`src/rtl/uart_rx_byte.sv`:
```
// 8N1 UART receiver; latency rx start edge -> rx_valid is 2+HALF_BIT+9*CLK_PER_BIT+1 clocks.
// Backpressure: byte held on rx_valid until rx_ready; a byte finishing while still held is dropped and sets sticky overrun.
module uart_rx_byte #(
  parameter int unsigned CLK_PER_BIT = 32'd10417,
  parameter int unsigned HALF_BIT    = CLK_PER_BIT / 2
) (
  input  logic       clk,
  input  logic       nrst,
  input  logic       rx,
  output logic [7:0] rx_data,
  output logic       rx_valid,
  input  logic       rx_ready,
  output logic       frame_err,
  output logic       overrun
);

  typedef enum logic [2:0] {
    IDLE  = 3'd0,
    START = 3'd1,
    DATA  = 3'd2,
    STOP  = 3'd3,
    BREAK = 3'd4
  } state_t;

  localparam logic [31:0] BIT_LAST  = 32'(CLK_PER_BIT - 1);
  localparam logic [31:0] HALF_LAST = 32'(HALF_BIT - 1);

  state_t      state, state_nxt;
  logic [31:0] clk_cnt, cnt_nxt;
  logic [2:0]  bit_idx, idx_nxt;
  logic [7:0]  shreg, shreg_nxt;
  logic [7:0]  data_nxt;
  logic        rx_meta, rx_s;
  logic        valid_nxt, ferr_nxt, ovr_nxt, deliver;

  always_ff @(posedge clk or negedge nrst) begin
    if (!nrst) begin
      rx_meta   <= 1'b1;
      rx_s      <= 1'b1;
      state     <= IDLE;
      clk_cnt   <= 32'd0;
      bit_idx   <= 3'd0;
      shreg     <= 8'h00;
      rx_data   <= 8'h00;
      rx_valid  <= 1'b0;
      frame_err <= 1'b0;
      overrun   <= 1'b0;
    end else begin
      rx_meta   <= rx;
      rx_s      <= rx_meta;
      state     <= state_nxt;
      clk_cnt   <= cnt_nxt;
      bit_idx   <= idx_nxt;
      shreg     <= shreg_nxt;
      rx_data   <= data_nxt;
      rx_valid  <= valid_nxt;
      frame_err <= ferr_nxt;
      overrun   <= ovr_nxt;
    end
  end

  always_comb begin
    state_nxt = state;
    cnt_nxt   = clk_cnt + 32'd1;
    idx_nxt   = bit_idx;
    shreg_nxt = shreg;
    deliver   = 1'b0;
    ferr_nxt  = 1'b0;
    unique case (state)
      IDLE: begin
        cnt_nxt = 32'd0;
        if (!rx_s) state_nxt = START;
      end
      START: begin
        // A start bit that is no longer low at mid-bit is treated as a glitch.
        if (clk_cnt == HALF_LAST) begin
          cnt_nxt   = 32'd0;
          idx_nxt   = 3'd0;
          state_nxt = rx_s ? IDLE : DATA;
        end
      end
      DATA: begin
        if (clk_cnt == BIT_LAST) begin
          cnt_nxt   = 32'd0;
          shreg_nxt = {rx_s, shreg[7:1]};
          if (bit_idx == 3'd7) state_nxt = STOP;
          else                 idx_nxt   = bit_idx + 3'd1;
        end
      end
      STOP: begin
        if (clk_cnt == BIT_LAST) begin
          cnt_nxt = 32'd0;
          if (rx_s) begin
            deliver   = 1'b1;
            state_nxt = IDLE;
          end else begin
            ferr_nxt  = 1'b1;
            state_nxt = BREAK;
          end
        end
      end
      BREAK: begin
        // Hold off until the line returns high so a long break cannot look like a start bit.
        cnt_nxt = 32'd0;
        if (rx_s) state_nxt = IDLE;
      end
      default: begin
        cnt_nxt   = 32'd0;
        state_nxt = IDLE;
      end
    endcase
  end

  always_comb begin
    data_nxt  = rx_data;
    valid_nxt = rx_valid;
    ovr_nxt   = overrun;
    if (deliver) begin
      if (!rx_valid || rx_ready) begin
        data_nxt  = shreg;
        valid_nxt = 1'b1;
      end else begin
        ovr_nxt = 1'b1;
      end
    end else if (rx_valid && rx_ready) begin
      valid_nxt = 1'b0;
    end
  end

endmodule

```
`config.mk`:
```
export PLATFORM = sky130hd
export DESIGN_NAME = uart_rx_byte
export DESIGN_NICKNAME = d
export VERILOG_FILES = /design/src/rtl/uart_rx_byte.sv
export SDC_FILE = /design/constraint.sdc
export NUM_CORES = 1
export LEC_CHECK = 0
export ABC_AREA = 1
export CAP_MARGIN = 20
export CORE_MARGIN = 1
export CORE_UTILIZATION = 60
export CTS_BUF_LIST = sky130_fd_sc_hd__clkbuf_16
export DETAILED_ROUTE_END_ITERATION = 8
export GPL_TIMING_DRIVEN = 0
export PLACE_DENSITY = 0.8
export RECOVER_POWER = 50
export SLEW_MARGIN = 30
export SYNTH_ARGS = -nofsm -noshare
export SYNTH_HDL_FRONTEND = slang
export SYNTH_SLANG_ARGS = --single-unit
```
`constraint.sdc`:
```
create_clock -name clk -period 1.9 [get_ports clk]
set_input_delay 0.285 -clock clk [delete_from_list [all_inputs] [get_ports clk]]
set_output_delay 0.285 -clock clk [all_outputs]
set_load 0.005 [all_outputs]
```
### Word-level counts from Yosys, hierarchy flattened

Cells that the tools add are included.
W data, S select, Z words.

* register bits after elaboration: 59
* output and inout port bits: 11
* word-level logic and storage cells: 66

* $add $sub $neg: 2
* eq/ne operators: 15
* muxes and demuxes: 25
* bitwise logic cells: 1
* reduce and logical (&&, ||, !) cells: 13

Operators with widths (number)
* $mux W32: 2
* $pmux W32 S2: 1
* $add A32 B1 Y32 const B: 1
* $eq A32 B13 Y1 const B: 1
* $eq A32 B14 Y1 const B: 1
* $mux W3: 10
* $pmux W3 S5: 1
* $ne A2 B2 Y1 const B: 7
* $mux W1: 9
* $reduce_and A2 Y1: 4
* $eq A3 B2 Y1 const B: 2
* $eq A3 B3 Y1 const B: 2
* $pmux W3 S2: 1
* $reduce_and A6 Y1: 1
* $reduce_and A4 Y1: 1
* $reduce_bool A2 Y1: 2
* $add A3 B1 Y3 const B: 1
* $eq A3 B1 Y1 const B: 1
* $logic_not A3 Y1: 1
* $mux W2: 1
* $ne A2 B1 Y1 const B: 1
* $reduce_or A2 Y1: 1
* $logic_and A1 B1 Y1: 1
* $logic_not A1 Y1: 1
* other kinds (2): 2

### Logic depth before layout (Yosys ltp)

Gate-level depths: netlist of run 1.

* word-level depth: 5
* depth in mapped cells: 12
* depth with buffers taken out: 12

### Least setup slack after synthesis of run 1

Ideal clock, no wire load.

* path type: reg-to-reg
* start point: reg clk_cnt[0]
* end point: reg clk_cnt[16]
* library setup time: 0.121 ns
* arrival: 1.415 ns
* required time: 1.779 ns
* setup slack: 0.364 ns
* stages on the path, launching flop included: 12
* period minus slack after synthesis: 1.536 ns
* cells stage by stage: dfrtp_1 ha_1 nand2_1 inv_1 nand2_1 nor2_1 nand2_1 nor2_1 nor2_2 a21oi_4 buf_8 nor2_2

* cells in the longest elaborated chain, start to end: 3

Ends and longest elaborated chain
* start: declaration: line 29 `logic [31:0] clk_cnt, cnt_nxt;`
* start signal: assignment: line 52 `clk_cnt <= cnt_nxt;`
* $add A32 B1 Y32, or another cell as far along: line 64 `cnt_nxt = clk_cnt + 32'd1;`
* $mux W32, on equally long branches: line 83, 91, 76
* $pmux W32 S2 (*): line 69 `unique case (state)`
* named net cnt_nxt[16]: line 29

The timed path passes the listed nets; every way through them passes the cells marked *.
A chain may end at the register's enable or synchronous reset.

### Worst setup path after layout of run 1

* start point: reg clk_cnt[15]
* end point: reg shreg[7]

* cells in the longest elaborated chain, start to end: 2

Ends and longest elaborated chain
* $eq A32 B14 Y1: line 83 `if (clk_cnt == BIT_LAST) begin`
* $reduce_and A2 Y1 (no source line)
* end signal: assignment: line 54 `shreg <= shreg_nxt;`
* end: declaration: line 31 `logic [7:0] shreg, shreg_nxt;`

No other way between the ends.

==> key figures, run 1 <==
Outcome
  • Status: finished, final reports clean

Placed design
  • Placed cell areas: 3506 um^2
  • Dpl hpwl: ~4700 um
  • PortBufs: 14
  • RePlAce Congestion: just over 0.9

Job
  • Number of max-cap violations: 0

Routing
  • Drt total wl: 6664 um
  • DR vias/cell: roughly 5.2
  • DRT Pass-1 Iters: 4
  • 1st-iter DRT viols: 197
  • Final ANT Viol Nets: 0
  • Drt wl/cell: 12.77 um
  • Vias: roughly 2700
  • DRC viols: 0

Timing
  • Max Slew Vio Count: 0
  • RSZ-0062 raised after global routing: false
  • Hold Vio Cnt, Final: 0
  • Fmax: 575.7 MHz
  • Clock skew: 0.005338 ns
  • Min Tclk post-route: 1.737 ns
  • Max_slew headroom: 50.22%
  • Fin crit share: 91.43%
  • Final setup viols: 0
  • Setup TNS: 0 ns
  • Worst-Margin Slew: 0.7466 ns

Clock network
  • Reg clk slew, reported paths: 0.05 ns
  • Root Buffer: clkbuf_16
  • Worst-skew pair later-pin latency: 0.33 ns
  • CTS tree: built
  • Clock buffer depth: 2
  • Total clock buffers created by CTS: 9
  • CTS Sinks: 59
  • Setup Fix Bufs, Post-CTS: 0
  • CTS H-tree lvls: 3

Synthesis
  • Synth cell types: 31
  • Syn_nets: 428
  • Yosys top cell area share: 43.75%
  • Synth warn: 0
  • Post-synthesis sequential area ratio: 45.36%
  • Yosys top cell by area: dfrtp_1
  • Avg Inst Size Synth: 7.763 um^2
  • Synth Instances: 420
  • Top post-synthesis cells by area: dfrtp_1, nand2_1, nor2_1
  • Number of synthesized register bits: 59
  • Post-Syn Area: 3261 um^2

Global routing
  • Largest net degree at the start of global routing: 31
  • Grt total ovfl: 0
  • GRT Overall Usage: a little over a quarter
  • Initial antenna violation count: 0
  • Vias in the first global route: ~2600
  • First-pass GRT wire length: 11230 um

Layout
  • Most frequent cells in the layout: nand2_1, nor2_1, dfrtp_1
  • Commonest non-fill, non-tap cell in the layout: nand2_1
  • Final #Nets: 455
  • Final instance area: 3830 um^2
  • Antenna Cells: 0
  • Share of cells above drive strength 1: between 10% and 20%
  • Final core utilization: 74.04%
  • Area Overhead vs Synth: 17.46%

Die
  • Die Width: 75.72 um
  • Chip height: 75.72 um
  • Total Die Area: 5734 um^2
  • I/O pin count: 15
  • Initial core utilization: 63.04%
  • Core Box Area: 5172 um^2
  • Number of cell rows: 26

Power
  • Pwr Density: 787.7 nW/um^2
  • Pleak: 1.786 nW
  • Peak supply drop: between 0.5 and 0.6 mV

Setup path
  • Arrival time at the worst endpoint: 1.95 ns
  • Setup Crit Path Kind: reg -> reg
  • Crit. End Element: flop
  • CP max FO: 9
  • Critical Path RT: 2.11 ns
  • CP Launch Type: flop

Hold path
  • HP Class: reg -> reg
final timing paths:
check                       startpoint     endpoint  slack, ns  cells after the start
max reg2reg                clk_cnt[15]     shreg[7]       0.16                      6
min reg2reg                    rx_meta         rx_s       0.36                      0
min                            rx_meta         rx_s       0.36                      0
max                        clk_cnt[15]     shreg[7]       0.16                      6
max in group asynchronous         nrst     shreg[7]       0.40                      3
min in group asynchronous         nrst  clk_cnt[31]       0.56                      2
critical path, cell delays in order, from the launching register on:
cell and delay, ns:
dfrtp_1 0.41, nor2_1 0.27, nand4_1 0.24, nor3_4 0.43
nand2_4 0.14, nand2_1 0.08, o21ai_1 0.05
kinds of logic after synthesis:
group	synth area share (%)
AOI/OAI and AO/OA	2.993
xor gates and xnor gates	5.909
adders and majority gates	1.535
buffers and inverters	6.792
DFF	45.36
and+or+nand+nor	37.41
what timing repair did:
item / in CTS / in global routing
resized for setup: 0 / 3
setup endpoints to repair: 0 / 48
endpoints found under the hold margin: 27 / 0
hold buffers: 1 / 0
flip-flops by register name, summed over array words and instances, names as in the netlist:
signal and count:
rx_meta 1, rx_data 8, bit_idx 3, state 3, clk_cnt 32, rx_s 1
rx_valid 1, frame_err 1, overrun 1, shreg 8
final cells by class:
cell class	instances	area [um^2]
Sequential cell	59	1479
Tap cell	70	87.58
Clock inverter	7	93.84
Clock buffer	9	225.2
Timing Repair Buffer	16	152.6
Inverter	46	172.7
Fill cell	384	1343
Multi-Input combinational cell	311	1570
Buffer	4	48.80
synthesized netlist by cell type, drive strengths merged:
library cell / number
nand4: 7
nor3: 17
or2: 2
a21oi: 1
dfrtp: 57
xor2: 18
ha: 4
nand3b: 1
nand2: 117
o21ai: 12
nand3: 28
dfstp: 2
a22oi: 1
o22ai: 1
xnor2: 4
inv: 45
clkinv: 1
buf: 4
nor2: 97
o21bai: 1
power breakdown:
part | internal (mW) | total, mW | switching [mW]
logic | 0.00876 | 0.0351 | 0.0263
registers | 1.26 | 1.27 | 0.00228
clock network | 1.14 | 1.72 | 0.574
total | 2.41 | 3.02 | 0.602
layer usage:
layer | GRT usage [%] | routed length [um] | vias to the layer above | share of wire (%)
li1 | - | - | 1375 | -
met2 | 42.46 | 3041 | 75 | 46
met3 | 4.233 | 283 | 18 | 4.2
met5 | 0 | 0 | - | 0
met1 | 35.42 | 3146 | 1266 | 47
met4 | 15.23 | 192 | 0 | 2.9
metrics by stage:
stage	hold slack [ns]	total power, mW	cells	setup slack [ns]
floorplan	-0.01059	1.289	420	0.3643
global placement	0.3458	1.322	504	-1.275
detailed placement	0.2400	1.327	505	0.1101
CTS	0.3569	3.044	522	0.07918
global route	0.3590	3.094	522	0.01502
finish	0.3567	3.017	522	0.1629
Power figures use the tool's default switching activity.
==> run 2, diff against run 1 <==
- SETUP_SLACK_MARGIN: not set -> 0.3
==> run 2 against run 1 <==
Compared with the run above:
- flip-flop and latch count stayed put
- highest routed layer unchanged
- sequential power about the same
- fmax fell by 3.9%
- combinational power rose by 4%
- non-clock buffer count up 39
- power grew 0.97%
- largest power group unchanged
- via count increased by 14%
- critical path depth up 6
- final area increased by 14%
- clock power barely moved
==> key figures, run 2 (same netlist as run 1, synthesis figures left out) <==
Die
  • Core Box Area: 5172 um^2 (unchanged)
  • Initial core utilization: 63.04% (unchanged)
  • Die Width: 75.72 um (unchanged)
  • I/O pin count: 15 (unchanged)
  • Total Die Area: 5734 um^2 (unchanged)
  • Chip height: 75.72 um (unchanged)
  • Number of cell rows: 26 (unchanged)

Placed design
  • PortBufs: 14 (unchanged)
  • RePlAce Congestion: 0.9210 (unchanged)
  • Dpl hpwl: 4715 um (unchanged)
  • Placed cell areas: 3506 um^2 (unchanged)

Routing
  • 1st-iter DRT viols: 323 (+64%)
  • DRT Pass-1 Iters: 5 (+1)
  • Drt total wl: 8525 um (+28%)
  • Final ANT Viol Nets: 0 (unchanged)
  • DRC viols: 0 (unchanged)
  • Drt wl/cell: 15.17 um (+19%)
  • DR vias/cell: 5.527 (+5.5%)
  • Vias: 3106 (+14%)

Global routing
  • Met1 Track Usage GR: 38.56% (+3.1 points)
  • Initial antenna violation count: 0 (unchanged)
  • Busiest grt layer: met2
  • Grt met3 use: 5.952% (+1.7 points)
  • Largest net degree at the start of global routing: 31 (unchanged)
  • Grt total ovfl: 0 (unchanged)
  • GRT Overall Usage: 30.52% (+3.7 points)
  • GR Util met2: 48.81% (+6.3 points)
  • Vias in the first global route: 2887 (+12%)
  • First-pass GRT wire length: 12690 um (+13%)

Job
  • Number of max-cap violations: 0 (unchanged)

Clock network
  • CTS H-tree lvls: 3 (unchanged)
  • Clock buffer depth: 2 (unchanged)
  • Worst-skew pair later-pin latency: 0.33 ns (about the same)
  • CTS Sinks: 59 (unchanged)
  • Total clock buffers created by CTS: 9 (unchanged)
  • Reg clk slew, reported paths: 0.05 ns (about the same)
  • Root Buffer: clkbuf_16
  • CTS tree: built

Setup path
  • Setup Crit Path Kind: reg -> reg
  • Crit. End Element: flop
  • CP max FO: 5 (-4)
  • CP Cell Sequence: ha_2 -> nand2_2 -> inv_2 -> nand2_1 -> nor2_1 -> nand2_1 -> nor2_4 -> nor2_4 -> a21oi_4 -> buf_6 -> buf_6 -> nor2_1
  • Worst path buffer plus inverter count: 3 (+3)
  • Slowest stage delay, CP: 0.38 ns (-0.05 ns)
  • CP Launch Type: flop
  • Critical Path RT: 2.11 ns (about the same)
  • Delay-heaviest family, CP: simple AND/OR/NAND/NOR gates
  • R2R setup slack: 0.09 ns (-0.07 ns)
  • Arrival time at the worst endpoint: 2.02 ns (+0.07 ns)
  • Slowest cell on crit path: dfrtp_1

Layout
  • Area Overhead vs Synth: 33.73%
  • Final #Nets: 495 (+8.8%)
  • Top flop regs: clk_cnt: 32 flops, rx_data: 8 flops, shreg: 8 flops
  • Top reg by flops: clk_cnt
  • Final instance area: 4360 um^2 (+14%)
  • Share of cells above drive strength 1: 29.47% (+15 points)
  • Final core utilization: 84.30% (+10 points)
  • Antenna Cells: 0 (unchanged)
  • Most frequent cells in the layout: nand2_1, nor2_1, dfrtp_1
  • Commonest non-fill, non-tap cell in the layout: nand2_1
  • Max FFs per register: 32 (unchanged)

Timing
  • Final setup viols: 0 (unchanged)
  • WHS: 0.3568 ns (+0.0001600 ns)
  • Max Slew Vio Count: 0 (unchanged)
  • RSZ-0062 raised after global routing: true
  • Hold Vio Cnt, Final: 0 (unchanged)
  • Max_slew headroom: 48.45% (-1.8 points)
  • Fmax: 553.3 MHz (-3.9%)
  • Clock skew: 0.004210 ns (-0.001129 ns)
  • Fin crit share: 95.12% (+3.7 points)
  • Min Tclk post-route: 1.807 ns (+0.07011 ns)
  • Worst-Margin Slew: 0.7732 ns (+0.02656 ns)

Power
  • Peak supply drop: 0.5374 mV (+5.7%)
  • Pwr Density: 698.6 nW/um^2 (-11%)
  • Pwr Total: 3.046 mW (+0.97%)
  • Pleak: 2.018 nW (+13%)

Hold path
  • HP Class: reg -> reg

Outcome
  • Status: finished, final reports clean
==> run 2: cell count changes in the layout (fill, tap and decap cells not counted), moves of 5 or more <==
| cell | change |
|---|---|
| buf_4 | +31 |
| nor2_1 | -14 |
| nand2_1 | -9 |
| nor2_2 | +9 |
| o21ai_2 | +9 |
| nand2_2 | +8 |
| o21ai_1 | -8 |
| buf_6 | +5 |
| nor2_4 | +5 |
==> run 2: timing repair <==
| action | CTS | global route |
|---|---|---|
| pin swaps | 16 | 23 |
| gates cloned | 4 | 1 |
| setup buffers | 19 | 16 |
| gates resized for setup | 38 | 25 |
| hold buffers | 1 | 0 |
| hold endpoints to repair | 27 | 0 |
| endpoints found under the setup margin | 53 | 55 |
==> run 2: final timing paths <==
check                           cells past startpoint     endpoint  startpoint
worst max-delay path                               12  clk_cnt[30]  clk_cnt[0]
min in group asynchronous                           2  clk_cnt[31]        nrst
worst min register to register                      0         rx_s     rx_meta
worst max register to register                     12  clk_cnt[30]  clk_cnt[0]
worst min-delay path                                0         rx_s     rx_meta
max in group asynchronous                           3  clk_cnt[28]        nrst
==> run 2: metrics by stage <==
step           TNS [ns]  setup slack [ns]  std cells
6_report              0           0.09279        562
5_1_grt               0           0.01907        562
4_1_cts               0            0.2020        545
3_5_place_dp          0            0.1101        505
3_3_place_gp     -73.89            -1.275        504
2_1_floorplan         0            0.3643        420
==> run 2: worst reg2reg max path, cell delays in order (launching register included) <==
cell     delay [ns]
dfrtp_1        0.38
ha_2           0.20
nand2_2        0.09
inv_2          0.08
nand2_1        0.05
nor2_1         0.08
nand2_1        0.09
nor2_4         0.14
nor2_4         0.06
a21oi_4        0.20
buf_6          0.15
buf_6          0.12
nor2_1         0.05
==> run 2: where the power goes <==
| part | internal [mW] | switching (mW) |
|---|---|---|
| clock | 1.14 | 0.601 |
| combinational | 0.00882 | 0.0278 |
| sequential | 1.26 | 0.00260 |
==> run 2: final cells by class <==
| class | count | area, um^2 |
|---|---|---|
| inverter | 46 | 172.7 |
| sequential | 59 | 1484 |
| fill | 269 | 812.0 |
| tap | 70 | 87.58 |
| timing repair buffer | 55 | 509.2 |
| clock buffer | 9 | 225.2 |
| buffer | 4 | 53.80 |
| clock inverter | 7 | 93.84 |
| multi-input combinational | 312 | 1734 |
==> run 2: layer usage <==
layer	routed length [um]	vias up
li1	-	1459
met1	3559	1475
met2	4137	145
met3	532	27
met4	295	0
met5	0	-
